[src/rtl/window_feeder_pkg.sv]
`default_nettype none
// ============================================================================
// Module   : window_feeder_pkg
// Summary  : Shared FSM encoding, tap record and sizing helpers for the
//            window feeder and its skid FIFO.
// Revision : 1.0 - initial release
// ============================================================================
package window_feeder_pkg;

    localparam int c_TAP_WORD       = 32;
    localparam int c_TAP_INPUT_SIZE = 8;

    localparam logic [1:0] c_ST_IDLE  = 2'd0;
    localparam logic [1:0] c_ST_ISSUE = 2'd1;
    localparam logic [1:0] c_ST_DRAIN = 2'd2;
    localparam logic [1:0] c_ST_DONE  = 2'd3;

    // Default-width layout of one FIFO entry, head of the payload first.
    typedef struct packed {
        logic [c_TAP_INPUT_SIZE-1:0] value;
        logic                        last;
        logic [c_TAP_WORD-1:0]       row;
        logic [c_TAP_WORD-1:0]       col;
    } tap_t;

    // Width needed to hold max_n itself, not just max_n-1.
    function automatic int kernel_n_bits(input int max_n);
        return $clog2(max_n) + 1;
    endfunction

    function automatic int unsigned kernel_off(input int unsigned n);
        return n >> 1;
    endfunction

endpackage
`default_nettype wire

[src/rtl/window_skid_fifo.sv]
`default_nettype none
// ============================================================================
// Module   : window_skid_fifo
// Summary  : Two-entry valid/ready FIFO; head entry is held stable until it
//            is popped, and push+pop is accepted while full.
// Revision : 1.0 - initial release
// ============================================================================
module window_skid_fifo
    import window_feeder_pkg::*;
#(
    parameter int WIDTH = 8
) (
    input  logic             clk,
    input  logic             rst,
    input  logic             i_valid,
    input  logic [WIDTH-1:0] i_data,
    output logic             o_ready,
    output logic             o_valid,
    input  logic             i_ready,
    output logic [WIDTH-1:0] o_data,
    output logic [1:0]       o_count
);

    logic [WIDTH-1:0] r_mem [2];
    logic             r_wr_ptr;
    logic             r_rd_ptr;
    logic [1:0]       r_count;
    logic             w_push;
    logic             w_pop;

    assign o_valid = (r_count != 2'd0);
    assign o_data  = r_mem[r_rd_ptr];
    assign o_count = r_count;
    assign w_pop   = o_valid && i_ready;
    // When full, the slot being written is the one being popped this cycle.
    assign o_ready = (r_count != 2'd2) || w_pop;
    assign w_push  = i_valid && o_ready;

    always_ff @(posedge clk) begin
        if (rst) begin
            r_mem[0] <= '0;
            r_mem[1] <= '0;
            r_wr_ptr <= 1'b0;
            r_rd_ptr <= 1'b0;
            r_count  <= 2'd0;
        end else begin
            if (w_push) begin
                r_mem[r_wr_ptr] <= i_data;
                r_wr_ptr        <= ~r_wr_ptr;
            end
            if (w_pop) begin
                r_rd_ptr <= ~r_rd_ptr;
            end
            r_count <= r_count + {1'b0, w_push} - {1'b0, w_pop};
        end
    end

endmodule
`default_nettype wire

[src/rtl/window_feeder.sv]
`default_nettype none
// ============================================================================
// Module   : window_feeder
// Summary  : Scans an h x w row-major image and streams each n x n
//            neighbourhood into the rank-order kernel over valid/ready.
// Options  : WINDOW_FEEDER_REPLICATE_PAD_EN - clamp out-of-image taps to the
//            nearest edge pixel and read it, instead of zero padding.
// Revision : 1.0 - initial release
// ============================================================================
module window_feeder
    import window_feeder_pkg::*;
#(
    parameter int WORD       = 32,
    parameter int MAX_N      = 9,
    parameter int INPUT_SIZE = 8,
    parameter int N_BITS     = kernel_n_bits(MAX_N)
) (
    input  logic                  clk,
    input  logic                  rst,
    input  logic                  start,
    input  logic [WORD-1:0]       h,
    input  logic [WORD-1:0]       w,
    input  logic [N_BITS-1:0]     n,
    output logic                  busy,
    output logic                  done,
    output logic [WORD-1:0]       r_addr,
    output logic                  r_en,
    input  logic [INPUT_SIZE-1:0] r_data,
    output logic [INPUT_SIZE-1:0] pix_out,
    output logic                  pix_valid,
    input  logic                  pix_ready,
    output logic                  win_last,
    output logic [WORD-1:0]       out_row,
    output logic [WORD-1:0]       out_col
);

    localparam int c_TAP_W = INPUT_SIZE + 1 + 2 * WORD;
    localparam int c_PAD_W = WORD + 1 - N_BITS;

    logic [1:0]        r_state;
    logic [WORD-1:0]   r_h;
    logic [WORD-1:0]   r_w;
    logic [N_BITS-1:0] r_n;
    logic [N_BITS-1:0] r_off;
    logic [WORD-1:0]   r_r;
    logic [WORD-1:0]   r_c;
    logic [N_BITS-1:0] r_dy;
    logic [N_BITS-1:0] r_dx;

    logic              r_pend;
    logic              r_pend_last;
    logic [WORD-1:0]   r_pend_row;
    logic [WORD-1:0]   r_pend_col;

    logic signed [WORD:0] w_y;
    logic signed [WORD:0] w_x;
    logic                 w_y_ok;
    logic                 w_x_ok;
    logic [WORD-1:0]      w_y_rd;
    logic [WORD-1:0]      w_x_rd;
    logic [WORD-1:0]      w_addr;
    logic                 w_pad;

    logic [N_BITS-1:0] w_n_m1;
    logic              w_last_tap;
    logic              w_c_end;
    logic              w_r_end;
    logic              w_degenerate;
    logic              w_credit;
    logic              w_issue;
    logic              w_drained;

    logic               w_push_valid;
    logic [c_TAP_W-1:0] w_push_data;
    logic               w_fifo_ready;
    logic [c_TAP_W-1:0] w_fifo_data;
    logic [1:0]         w_count;

    // Tap coordinates are signed so taps above/left of the image go negative.
    assign w_y = $signed({1'b0, r_r}) + $signed({{c_PAD_W{1'b0}}, r_dy})
               - $signed({{c_PAD_W{1'b0}}, r_off});
    assign w_x = $signed({1'b0, r_c}) + $signed({{c_PAD_W{1'b0}}, r_dx})
               - $signed({{c_PAD_W{1'b0}}, r_off});

    assign w_y_ok = !w_y[WORD] && (w_y[WORD-1:0] < r_h);
    assign w_x_ok = !w_x[WORD] && (w_x[WORD-1:0] < r_w);

`ifdef WINDOW_FEEDER_REPLICATE_PAD_EN
    assign w_y_rd = w_y[WORD] ? '0 : (w_y_ok ? w_y[WORD-1:0] : r_h - WORD'(1));
    assign w_x_rd = w_x[WORD] ? '0 : (w_x_ok ? w_x[WORD-1:0] : r_w - WORD'(1));
    assign w_pad  = 1'b0;
`else
    assign w_y_rd = w_y[WORD-1:0];
    assign w_x_rd = w_x[WORD-1:0];
    assign w_pad  = !(w_y_ok && w_x_ok);
`endif

    assign w_addr = w_y_rd * r_w + w_x_rd;

    assign w_n_m1       = r_n - N_BITS'(1);
    assign w_last_tap   = (r_dx == w_n_m1) && (r_dy == w_n_m1);
    assign w_c_end      = (r_c == r_w - WORD'(1));
    assign w_r_end      = (r_r == r_h - WORD'(1));
    assign w_degenerate = (h == '0) || (w == '0) || (n == '0);

    // An in-flight read already owns a FIFO slot; a padding tap must also wait
    // for it so the two never land in the FIFO out of order.
    assign w_credit = ({1'b0, w_count} + {2'b00, r_pend}) < 3'd2;
    assign w_issue  = (r_state == c_ST_ISSUE) && w_credit
                   && (!w_pad || (!r_pend && w_fifo_ready));

    assign w_drained = !r_pend
                    && ((w_count == 2'd0) || ((w_count == 2'd1) && pix_ready));

    assign r_en   = w_issue && !w_pad;
    assign r_addr = r_en ? w_addr : '0;
    assign busy   = (r_state != c_ST_IDLE);
    assign done   = (r_state == c_ST_DONE);

    assign w_push_valid = r_pend || (w_issue && w_pad);
    assign w_push_data  = r_pend ? {r_data, r_pend_last, r_pend_row, r_pend_col}
                                 : {{INPUT_SIZE{1'b0}}, w_last_tap, r_r, r_c};

    always_ff @(posedge clk) begin
        if (rst) begin
            r_state     <= c_ST_IDLE;
            r_h         <= '0;
            r_w         <= '0;
            r_n         <= '0;
            r_off       <= '0;
            r_r         <= '0;
            r_c         <= '0;
            r_dy        <= '0;
            r_dx        <= '0;
            r_pend      <= 1'b0;
            r_pend_last <= 1'b0;
            r_pend_row  <= '0;
            r_pend_col  <= '0;
        end else begin
            case (r_state)
                c_ST_IDLE: begin
                    if (start) begin
                        r_h     <= h;
                        r_w     <= w;
                        r_n     <= n;
                        r_off   <= N_BITS'(kernel_off(32'(n)));
                        r_r     <= '0;
                        r_c     <= '0;
                        r_dy    <= '0;
                        r_dx    <= '0;
                        r_state <= w_degenerate ? c_ST_DONE : c_ST_ISSUE;
                    end
                end
                c_ST_ISSUE: begin
                    if (w_issue) begin
                        if (r_dx == w_n_m1) begin
                            r_dx <= '0;
                            if (r_dy == w_n_m1) begin
                                r_dy <= '0;
                                if (w_c_end) begin
                                    r_c <= '0;
                                    if (w_r_end) begin
                                        r_state <= c_ST_DRAIN;
                                    end else begin
                                        r_r <= r_r + WORD'(1);
                                    end
                                end else begin
                                    r_c <= r_c + WORD'(1);
                                end
                            end else begin
                                r_dy <= r_dy + N_BITS'(1);
                            end
                        end else begin
                            r_dx <= r_dx + N_BITS'(1);
                        end
                    end
                end
                c_ST_DRAIN: begin
                    if (w_drained) begin
                        r_state <= c_ST_DONE;
                    end
                end
                c_ST_DONE: begin
                    r_state <= c_ST_IDLE;
                end
                default: begin
                    r_state <= c_ST_IDLE;
                end
            endcase

            r_pend <= r_en;
            if (r_en) begin
                r_pend_last <= w_last_tap;
                r_pend_row  <= r_r;
                r_pend_col  <= r_c;
            end
        end
    end

    window_skid_fifo #(
        .WIDTH (c_TAP_W)
    ) u_skid (
        .clk     (clk),
        .rst     (rst),
        .i_valid (w_push_valid),
        .i_data  (w_push_data),
        .o_ready (w_fifo_ready),
        .o_valid (pix_valid),
        .i_ready (pix_ready),
        .o_data  (w_fifo_data),
        .o_count (w_count)
    );

    assign {pix_out, win_last, out_row, out_col} = w_fifo_data;

endmodule
`default_nettype wire
[config.mk]
export PLATFORM = sky130hd
export DESIGN_NAME = window_feeder
export DESIGN_NICKNAME = d
export VERILOG_FILES = /design/src/rtl/window_feeder_pkg.sv /design/src/rtl/window_skid_fifo.sv /design/src/rtl/window_feeder.sv
export SDC_FILE = /design/constraint.sdc
export NUM_CORES = 2
export LEC_CHECK = 0
export ABC_AREA = 1
export CORE_ASPECT_RATIO = 0.9
export CORE_MARGIN = 1
export CORE_UTILIZATION = 37
export CTS_BUF_LIST = sky130_fd_sc_hd__clkbuf_8
export DETAILED_ROUTE_END_ITERATION = 10
export GPL_TIMING_DRIVEN = 0
export PLACE_DENSITY = 0.62
export SYNTH_ARGS = -nofsm -noshare
export SYNTH_HDL_FRONTEND = slang
export SYNTH_SLANG_ARGS = --single-unit
[constraint.sdc]
create_clock -name clk -period 12.5 [get_ports clk]
set_input_delay 1.25 -clock clk [delete_from_list [all_inputs] [get_ports clk]]
set_output_delay 1.25 -clock clk [all_outputs]
set_load 0.01 [all_outputs]
==> impl_summary.log <==
INFO  metric synth-main-ff-cell = sky130_fd_sc_hd__dfxtp_1
INFO  metric area_contributors_post_synth = sky130_fd_sc_hd__fa_1 22%, sky130_fd_sc_hd__edfxtp_1 11%, sky130_fd_sc_hd__dfxtp_1 10%, sky130_fd_sc_hd__inv_1 9.7%, sky130_fd_sc_hd__ha_1 9.6%
INFO  metric initial_utilization = 0.3757
INFO  metric worstMarginPinSlew = 1.432 ns
INFO  metric htreeDepth = 3
INFO  metric yosysTopAreaCellShare = 0.2159
INFO  metric worst_setup_hold_path_clk_slew = about 0.07 ns
INFO  metric row_count = 115
INFO  metric dp.final_hpwl = between 100 and 150 mm
INFO  metric flow.area_growth_from_synthesis = 13.35%
INFO  metric maxCapViolCount = 0
INFO  metric timing.clock.skew = just under 0.06 ns
INFO  metric cts_buffers = 67
INFO  metric synthCells = about 5400
INFO  metric placement.io_buffers = 189
INFO  metric final_max_slew_viol_count = 0
INFO  metric dr.first_iter.drc_count = 3664
INFO  metric ys_seq_elements = approximately 360
INFO  metric fraction_of_layout_cells_with_a_size_suffix_above_1 = 0.05523
INFO  metric setup_total_negative_slack = 0 ns
INFO  metric clock_path_buffers = 3
INFO  metric grt_pass1_vias = 36243
INFO  metric data_arrival_at_the_endpoint_of_the_critical_path = 10.81 ns
INFO  metric grt.total_usage = 0.2599
INFO  metric die_area = between 100000 and 150000 sq um
INFO  metric worst_path_max_delay_cell = sky130_fd_sc_hd__fa_1
INFO  metric final_hold_viol_count = 0
INFO  metric grt_remaining_overflow = 0
INFO  metric drt_first_pass_iters = 6
INFO  metric critical_path_required = approximately 11 ns
INFO  metric min_path_type = flop to flop
INFO  metric drt_wl_total = 147.1 mm
INFO  metric cp-startpoint = r_c[2]
INFO  metric netlist_top_cells_count = 1070 x sky130_fd_sc_hd__inv_1, 882 x sky130_fd_sc_hd__nand2_1, 722 x sky130_fd_sc_hd__nor2_1
INFO  metric nNetsFinal = around 6500
INFO  metric setup.reg_to_reg.worst_slack = 4.67 ns
INFO  metric largest_net_degree_at_the_start_of_global_routing = 50
INFO  metric tritoncts = done
INFO  metric number_of_antenna_violations_at_the_first_check_in_global_routing = 4
INFO  metric routed-via-count = 37173
INFO  metric die_x = 354.4 microns
INFO  metric maxClockFrequency = 82.91 MHz
INFO  metric dieHeight = 319.2 microns
INFO  metric worst_skew_pair.late_latency = 0.69 ns
INFO  metric share_of_the_clock_period_used_by_the_worst_path = 0.9649
INFO  metric synth.cell_area = 41360 sq um
INFO  metric hold_slack = 0.4487 ns
INFO  metric ant_nets = 0
INFO  metric drc = 0
INFO  metric grt_pass1_wl = between 200 and 250 mm
INFO  metric critPathMostFrequentCell = sky130_fd_sc_hd__fa_1
INFO  metric whs_path_depth = 2
INFO  metric floorplan.io_pins = 190
INFO  metric global_placement_routability_congestion = between 1 and 1.5
INFO  metric ys_warn_count = 0
INFO  metric crit_path_end_kind = output pin
INFO  metric final_period_minus_worst_setup_slack = 12.06 ns
INFO  metric cts.hold.buffers_added = 0
INFO  metric synth.distinct_cells = between 60 and 70
INFO  metric endpoint_of_the_lowest_slack_register_to_register_path = u_skid.r_mem[0][27]
INFO  metric detail_route.wl_per_cell = slightly above 20 microns
INFO  metric cp.buffers_inverters = 10
INFO  metric setup_viol = 0
INFO  metric synth_enable_flop_cells = 146
INFO  metric viasPerCell = 5.161
INFO  metric critical_path.max_stage_delay = 0.53 ns
INFO  metric critical_path.max_fanout = 5
INFO  metric crit_path_start_kind = flop
INFO  metric worstSetupPathType = flop to output pin
INFO  metric ys_async_sr_fraction = 0
INFO  metric yosys.cell_count.top_type = sky130_fd_sc_hd__inv_1
INFO  metric cts-root-buf = sky130_fd_sc_hd__clkbuf_8
INFO  metric worst_hold_path.endpoint = r_pend_col[13]
INFO  metric synth_fp_nets = 6261
INFO  metric synthesis.area_per_instance = 7.637 sq um
INFO  metric count_of_fill_cells_added_during_filler_insertion = 11327
INFO  metric worst_r2r_path_depth = 34
INFO  metric synth.yosys.seq_area_share = 0.2106
INFO  metric worst_path_dominant_cell_family = adder cells
INFO  metric design.core.area = between 100000 and 150000 sq um
INFO  metric clock_sinks = 362
INFO  metric result_of_the_run = finished, final reports clean
INFO  metric setup_repair_after_global_routing_missed_its_margin = yes
INFO  metric timing.slew.headroom = 0.04539
INFO  metric min-delay-start = r_pend_col[13]
INFO  metric biggest_area_consumer_among_synthesized_cells = sky130_fd_sc_hd__fa_1
INFO  metric rr_startpoint = r_c[1]
registers in the layout, summed over array words and instances, names as in the netlist, named ones only:
signal,cells
r_w,32
r_pend_row,32
r_r,32
r_pend,1
u_skid.o_count,2
u_skid.r_mem,146
u_skid.r_wr_ptr,1
r_state,2
r_pend_last,1
r_h,32
r_c,32
u_skid.r_rd_ptr,1
r_dy,5
r_pend_col,32
r_n,5
r_dx,5
layer usage:
layer	vias up	routed length, microns	track usage
met5	-	13	0
met4	2	5880	0.09531
met3	259	14960	0.05522
met2	1665	63860	0.4001
met1	17886	62410	0.3571
li1	17361	-	-
how the worst max path moves through the flow:
stage                 end  depth (start not counted)
6_report       r_addr[28]                         42
5_1_grt        r_addr[29]                         42
4_1_cts        r_addr[31]                         44
3_5_place_dp   r_addr[31]                         44
3_3_place_gp   r_addr[31]                         44
2_1_floorplan  r_addr[29]                         41
stage by stage:
step,cell area (sq um),setup slack (ns),utilization,instances
5_1_grt,46880,-0.04074,0.4259,7203
4_1_cts,46600,0.01959,0.4233,7192
6_report,46880,0.4383,0.4259,7203
3_3_place_gp,45080,0.08773,0.4095,7067
3_5_place_dp,45150,0.009306,0.4102,7069
2_1_floorplan,41360,2.592,-,5416
kinds of logic (layout without fill, tap and decap cells):
family,count (synthesis),count (layout),synth area share
compound gates,678,678,0.08555
xor+xnor,225,225,0.04765
fa+ha+maj,764,764,0.3121
buf+inv,1297,1621,0.1196
flops,362,362,0.2106
mux,73,73,0.01988
other cells,0,1,0
simple gates,2017,2017,0.2047
timing repair:
item,CTS,global route
setup buffers,2,12
resized for setup,21,72
endpoints found under the setup margin,8,10
gates cloned,0,0
pin swaps,2,7
cell usage in the layout, fill, tap and decap left out, types with 15 or more instances in the layout:
cell,netlist,layout
sky130_fd_sc_hd__nor3_1,75,75
sky130_fd_sc_hd__xor2_1,178,172
sky130_fd_sc_hd__nand2_1,882,868
sky130_fd_sc_hd__nor2_1,722,720
sky130_fd_sc_hd__mux2_2,73,73
sky130_fd_sc_hd__inv_1,1070,1087
sky130_fd_sc_hd__buf_2,16,16
sky130_fd_sc_hd__o21ai_1,32,33
sky130_fd_sc_hd__nand3_1,183,183
sky130_fd_sc_hd__a21oi_1,329,320
sky130_fd_sc_hd__fa_1,446,446
sky130_fd_sc_hd__nor4_1,26,26
sky130_fd_sc_hd__dfxtp_1,216,209
sky130_fd_sc_hd__xnor2_1,47,43
sky130_fd_sc_hd__nand4_1,68,68
sky130_fd_sc_hd__ha_1,318,316
sky130_fd_sc_hd__edfxtp_1,146,146
sky130_fd_sc_hd__clkbuf_8,0,78
sky130_fd_sc_hd__o21ai_0,266,263
sky130_fd_sc_hd__buf_4,0,15
sky130_fd_sc_hd__clkbuf_1,172,159
sky130_fd_sc_hd__clkdlybuf4s50_1,0,189
worst register-to-register path: cells and delay by family (launching register included):
kind            cells  cell delay (ns)
compound gates     10             1.97
xor+xnor            1             0.59
fa+ha+maj           3             1.30
buf+inv             7             1.46
flops               1             0.43
simple gates       13             1.73
cell type report:
cell class / instances / area (sq um) / share of cell area
diodes: 1 / 2.502 / 0.00005338
plain buffers: 206 / 884.6 / 0.01887
clock buffers: 78 / 1074 / 0.02290
clock inverters: 45 / 297.8 / 0.006352
inverters: 1087 / 4099 / 0.08743
multi-input cells: 3757 / 27930 / 0.5957
flip-flops and latches: 362 / 8717 / 0.1859
well taps: 1462 / 1829 / 0.03902
repair buffers: 205 / 2052 / 0.04377
Power is left out: the tool's default activity adds up to more than one toggle a clock period on the data nets, which glitch-free logic cannot reach.
